### config.mk
export PLATFORM = sky130hd
export DESIGN_NAME = vector_activation
export DESIGN_NICKNAME = d
export VERILOG_FILES = /design/src/rtl/vector_activation.sv
export SDC_FILE = /design/constraint.sdc
export NUM_CORES = 1
export LEC_CHECK = 0
export BUFFER_PORTS_ARGS = -buffer_cell sky130_fd_sc_hd__buf_2
export CORE_MARGIN = 5
export CORE_UTILIZATION = 35
export CTS_BUF_LIST = sky130_fd_sc_hd__clkbuf_4
export CTS_CLUSTER_SIZE = 40
export DETAILED_ROUTE_END_ITERATION = 7
export GPL_ROUTABILITY_DRIVEN = 0
export SLEW_MARGIN = 20
export SYNTH_ARGS = -nofsm -noshare
export SYNTH_HDL_FRONTEND = slang
export SYNTH_SLANG_ARGS = --single-unit
### constraint.sdc
create_clock -name clk -period 5.8 [get_ports clk]
set_input_delay 1.16 -clock clk [delete_from_list [all_inputs] [get_ports clk]]
set_output_delay 1.16 -clock clk [all_outputs]
set_load 0.05 [all_outputs]
### src/rtl/vector_activation.sv
// Serial per-lane FP16 activation stage (pass / ReLU / leaky ReLU / ReLU6) behind vector_adder.
// One lane is written per cycle; ready pulses once the whole vector is in Out.
module vector_activation #(
    parameter int DATA_WIDTH = 16,
    parameter int NUM_UNITS  = 4,
    parameter int LEAK_SHIFT = 3
) (
    input  logic                            clk,
    input  logic                            reset,
    input  logic                            start,
    input  logic [1:0]                      mode,
    input  logic [NUM_UNITS-1:0]            active_units,
    input  logic [NUM_UNITS*DATA_WIDTH-1:0] In,
    output logic [NUM_UNITS*DATA_WIDTH-1:0] Out,
    output logic                            ready,
    output logic                            busy
);

    localparam int IDX_W = (NUM_UNITS > 1) ? $clog2(NUM_UNITS) : 1;
    localparam logic [4:0] LEAK_E = 5'(LEAK_SHIFT);
    localparam logic [IDX_W-1:0] LAST_IDX = IDX_W'(NUM_UNITS - 1);

    typedef enum logic [1:0] {
        IDLE    = 2'd0,
        PROCESS = 2'd1,
        DONE    = 2'd2
    } state_t;

    state_t state_q, state_d;
    logic   ready_q, ready_d;
    logic   busy_q, busy_d;

    logic [NUM_UNITS-1:0][DATA_WIDTH-1:0] in_q;
    logic [NUM_UNITS-1:0][DATA_WIDTH-1:0] out_q;
    logic [1:0]                           mode_q;
    logic [NUM_UNITS-1:0]                 mask_q;
    logic [IDX_W-1:0]                     idx_q;

    // Bit-level activation; the only arithmetic is the 5-bit exponent decrement for leaky ReLU.
    function automatic logic [DATA_WIDTH-1:0] act(input logic [1:0] md, input logic [DATA_WIDTH-1:0] x);
        logic       s;
        logic [4:0] e;
        logic [9:0] m;
        logic       is_nan;
        s      = x[15];
        e      = x[14:10];
        m      = x[9:0];
        is_nan = (e == 5'd31) && (m != 10'd0);
        act    = x;
        if (md != 2'b00 && is_nan) begin
            act = 16'h7E00;
        end else begin
            case (md)
                2'b01: if (s) act = 16'h0000;
                2'b10: begin
                    if (s && e != 5'd31) begin
                        if (e <= LEAK_E) act = 16'h8000;
                        else             act = {1'b1, e - LEAK_E, m};
                    end
                end
                2'b11: begin
                    if (s)                        act = 16'h0000;
                    else if (x[14:0] > 15'h4600)  act = 16'h4600;
                end
                default: act = x;
            endcase
        end
    endfunction

    always_ff @(posedge clk or posedge reset) begin
        if (reset) begin
            state_q <= IDLE;
            ready_q <= 1'b0;
            busy_q  <= 1'b0;
        end else begin
            state_q <= state_d;
            ready_q <= ready_d;
            busy_q  <= busy_d;
        end
    end

    always_comb begin
        state_d = state_q;
        case (state_q)
            IDLE:    if (start) state_d = PROCESS;
            PROCESS: if (idx_q == LAST_IDX) state_d = DONE;
            DONE:    state_d = IDLE;
            default: state_d = IDLE;
        endcase
    end

    // Registered one cycle behind the state so busy stays high through the ready cycle.
    always_comb begin
        ready_d = (state_q == DONE);
        busy_d  = (state_q != IDLE) || start;
    end

    always_ff @(posedge clk or posedge reset) begin
        if (reset) begin
            in_q   <= '0;
            out_q  <= '0;
            mode_q <= 2'b00;
            mask_q <= '0;
            idx_q  <= '0;
        end else begin
            case (state_q)
                IDLE: begin
                    if (start) begin
                        in_q   <= In;
                        mode_q <= mode;
                        mask_q <= active_units;
                        out_q  <= '0;
                        idx_q  <= '0;
                    end
                end
                PROCESS: begin
                    out_q[idx_q] <= mask_q[idx_q] ? act(mode_q, in_q[idx_q]) : '0;
                    idx_q        <= idx_q + IDX_W'(1);
                end
                default: ;
            endcase
        end
    end

    assign Out   = out_q;
    assign ready = ready_q;
    assign busy  = busy_q;

endmodule

==> metrics.md <==
| Metric | Value |
|---|---|
| CP max stage delay | `0.73 ns` |
| Placed cell areas | `7120 sq um` |
| Grt ovf | `0` |
| Max-cap violation count | `0` |
| EDFF count, synth | `0` |
| Critical path startpoint category | `flop` |
| Core area | `17800 sq um` |
| Grt met2 use | `24.6%` |
| GRT Total Usage | `17.0%` |
| Fin area | `7360 sq um` |
| RSZ-0062 raised after global routing | `no` |
| Critical Path End Type | `flop` |
| Critical Path AT | `4.19 ns` |
| Number of buffers created by CTS | `17` |
| Final hold viol count | `0` |
| Routed WL | `17200 microns` |
| Slew headroom | `29.8%` |
| Syn avg cell area | `10.4 sq um` |
| Top Ports | `139` |
| Yosys reg bits | `140` |
| Critical Path RT | `6.26 ns` |
| Clock transition at path regs | `0.11 ns` |
| Vias | `5042` |
| Synthesized Nets | `679` |
| Crit share post-route | `64.2%` |
| Reg2reg end | `Out[6]` |
| Initial antenna violation count | `1` |
| Dominant cell type by area after synthesis | `dfrtp_1` |
| Most used routing layer | `met1` |
| Starting Density | `35.2%` |
| CTS tree | `done` |
| M3 GR Usage | `4.13%` |
| Final min period | `3.73 ns` |
| Detail Route Antenna Nets | `0` |
| Reg2Reg Launch Point | `idx_q[0]` |
| Fmax | `0.268 GHz` |
| VDD IR max | `0.351 mV` |
| Root buffer cell | `clkbuf_4` |
| Post-synthesis cell area | `6260 sq um` |
| # hold bufs at CTS | `0` |
| Status | `finished clean` |
| CP Max Fanout | `36` |
| Post-synthesis sequential area ratio | `55.9%` |
| Via density | `5.21` |
| HP Class | `reg -> reg` |
| Yosys cell types | `52` |
| CP Depth | `9` |
| Latest clock arrival within the worst-skew pair | `0.53 ns` |
| Avg WL per Cell | `17.7 microns` |
| Post-cts repair resize count | `0` |
| Asr flop ratio synth | `100%` |
| Vias in the first global route | `4911` |
| CP Launch Point | `idx_q[0]` |
| Top cells by area, synth | `dfrtp_1, nand2_1, a32o_1` |
| IO buf count | `138` |
| Sequential Area | `3500 sq um` |
| Critical Path Sink | `Out[6]` |
| Met1 usage | `25.4%` |
| Multi-input logic area | `2570 sq um` |
| TNS Setup | `0 ns` |
| R2r setup slk | `2.07 ns` |
| Die width | `144 microns` |
| Least-Margin Pin Slew | `1.05 ns` |
| Die height | `144 microns` |
| Final Max Slew Viols | `0` |
| Synth-to-Final Area Change | `17.5%` |
| H-tree Lvls | `4` |
| Slowest-stage cell, CP | `dfrtp_1` |
| Crit Path Category | `reg -> reg` |
| Synth top area share | `55.9%` |
| First-pass GRT wire length | `27300 microns` |
| DR iter-0 viols | `355` |
| Fill cell count | `1834` |
| Final setup fails | `0` |
| Synth Warn # | `0` |
| Hold depth | `2` |
| Skew final | `0.0197 ns` |
| CP top delay family | `compound AO/OA/AOI/OAI gates` |
| Largest net degree at the start of global routing | `89` |
| Post-Syn Instances | `600` |
| Clock Tree Buf Depth | `2` |
| Layout cell share with drive strength beyond 1 | `27.7%` |
| Sink Count | `140` |
| Worst Path Buf+Inv | `2` |
| DR DRC count | `0` |
| Critical path cell sequence | `buf_4, mux4_2, ha_1, inv_1, nand3_1, a32oi_1, o211ai_2, a21oi_4, a32o_1` |
| Number of post-CTS setup repair buffers | `0` |
| Number of core rows | `49` |
| Fin nets | `805` |
| Post-DP HPWL | `12300 microns` |
| 1st-pass router iterations | `6` |
| R2R cell count | `9` |
| Die ar. | `20700 sq um` |
| Pleak | `3.78 nW` |
| PwrDens | `670 nW/um^2` |
| Primary FF master, synth | `dfrtp_1` |
## metal layers
metal  vias up  share of wire (%)
met2       218                 44
met3        25                7.8
met5         -                  0
met1      2448                 47
li1       2351                  -
met4         0                1.4
## placed cells by master (no fill, tap or decap), types with 4 or more instances in the layout
| cell | instances |
|---|---|
| nor2_1 | 7 |
| nand3_1 | 10 |
| mux2i_1 | 5 |
| a21oi_1 | 4 |
| ha_1 | 6 |
| buf_4 | 5 |
| dfrtp_1 | 140 |
| nand2_1 | 237 |
| mux4_2 | 15 |
| inv_1 | 7 |
| o21ai_0 | 12 |
| o21ai_1 | 12 |
| clkbuf_4 | 21 |
| buf_2 | 138 |
| and3_1 | 5 |
| clkinv_2 | 5 |
| a22o_1 | 9 |
| o211ai_1 | 5 |
| and2_1 | 7 |
| a32o_1 | 36 |
## worst min-delay path, cell delays in order, from the launching register on
cell and delay (ns):
dfrtp_1 0.35, nand2_1 0.05, nand2_1 0.05
## area by class of cell
type / instances / share of cell area (%)
Clock buffer: 21 / 2.14
Multi-Input combinational cell: 416 / 34.9
Clock inverter: 9 / 1.02
Tap cell: 229 / 3.89
Antenna cell: 1 / 0.0340
Inverter: 8 / 0.476
Timing Repair Buffer: 143 / 9.90
Sequential cell: 140 / 47.6
## cells by family after synthesis
| group | count (synthesis) | share of synthesized area (%) |
|---|---|---|
| AND/OR/NAND/NOR | 290 | 19.7 |
| AO/OA/AOI/OAI | 96 | 12.6 |
| flip-flops | 140 | 55.9 |
| multiplexers | 24 | 7.39 |
| buffers and inverters | 44 | 3.20 |
| adder cells (fa/ha/maj) | 6 | 1.20 |
## worst min path at each step
| stage | from | end | slack (ns) |
|---|---|---|---|
| 6_report | in_q[29] | in_q[29] | 0.48 |
| 5_1_grt | in_q[40] | in_q[40] | 0.51 |
| 4_1_cts | in_q[27] | in_q[27] | 0.48 |
| 3_5_place_dp | in_q[27] | in_q[27] | 0.46 |
| 3_3_place_gp | in_q[32] | in_q[32] | 0.46 |
| 2_1_floorplan | in_q[21] | in_q[21] | 0.44 |
## registers in the layout, summed over array words and instances (netlist names)
register,cells
Out,64
in_q,64
mask_q,4
idx_q,2
mode_q,2
state_q,2
busy,1
ready,1
## synthesized netlist by cell type (3+ instances only)
library cell / n
dfrtp_1: 140
buf_6: 4
inv_1: 8
a21oi_1: 4
o21ai_1: 12
o211ai_1: 5
and3_1: 5
mux2i_1: 5
clkbuf_1: 25
nor2_1: 9
buf_1: 3
nor2b_1: 3
a22o_1: 9
o21ai_0: 12
mux4_2: 15
a32o_1: 36
buf_2: 4
ha_1: 6
nand3_1: 10
nand2_1: 238
and2_1: 8
## metrics by stage
| stage | hold WS [ns] | util, % | worst slack [ns] | power (mW) | std cells |
|---|---|---|---|---|---|
| final | 0.481 | 41.4 | 2.07 | 4.93 | 967 |
| after global routing | 0.508 | 41.4 | 1.84 | 5.26 | 967 |
| after CTS | 0.483 | 41.4 | 2.12 | 4.95 | 966 |
| after detailed placement | 0.460 | 40.0 | 2.14 | 4.39 | 936 |
| after global placement | 0.457 | 40.0 | 2.17 | 4.37 | 936 |
| after floorplan | 0.437 | - | 0.887 | 3.70 | 600 |
## power breakdown
group          switching, mW  internal (mW)  leakage [nW]  total (mW)
sequential             0.318           1.40          1.83        1.72
clock                  0.332          0.222         0.136       0.554
combinational           1.87          0.791          1.81        2.66
Power figures use the tool's default switching activity.
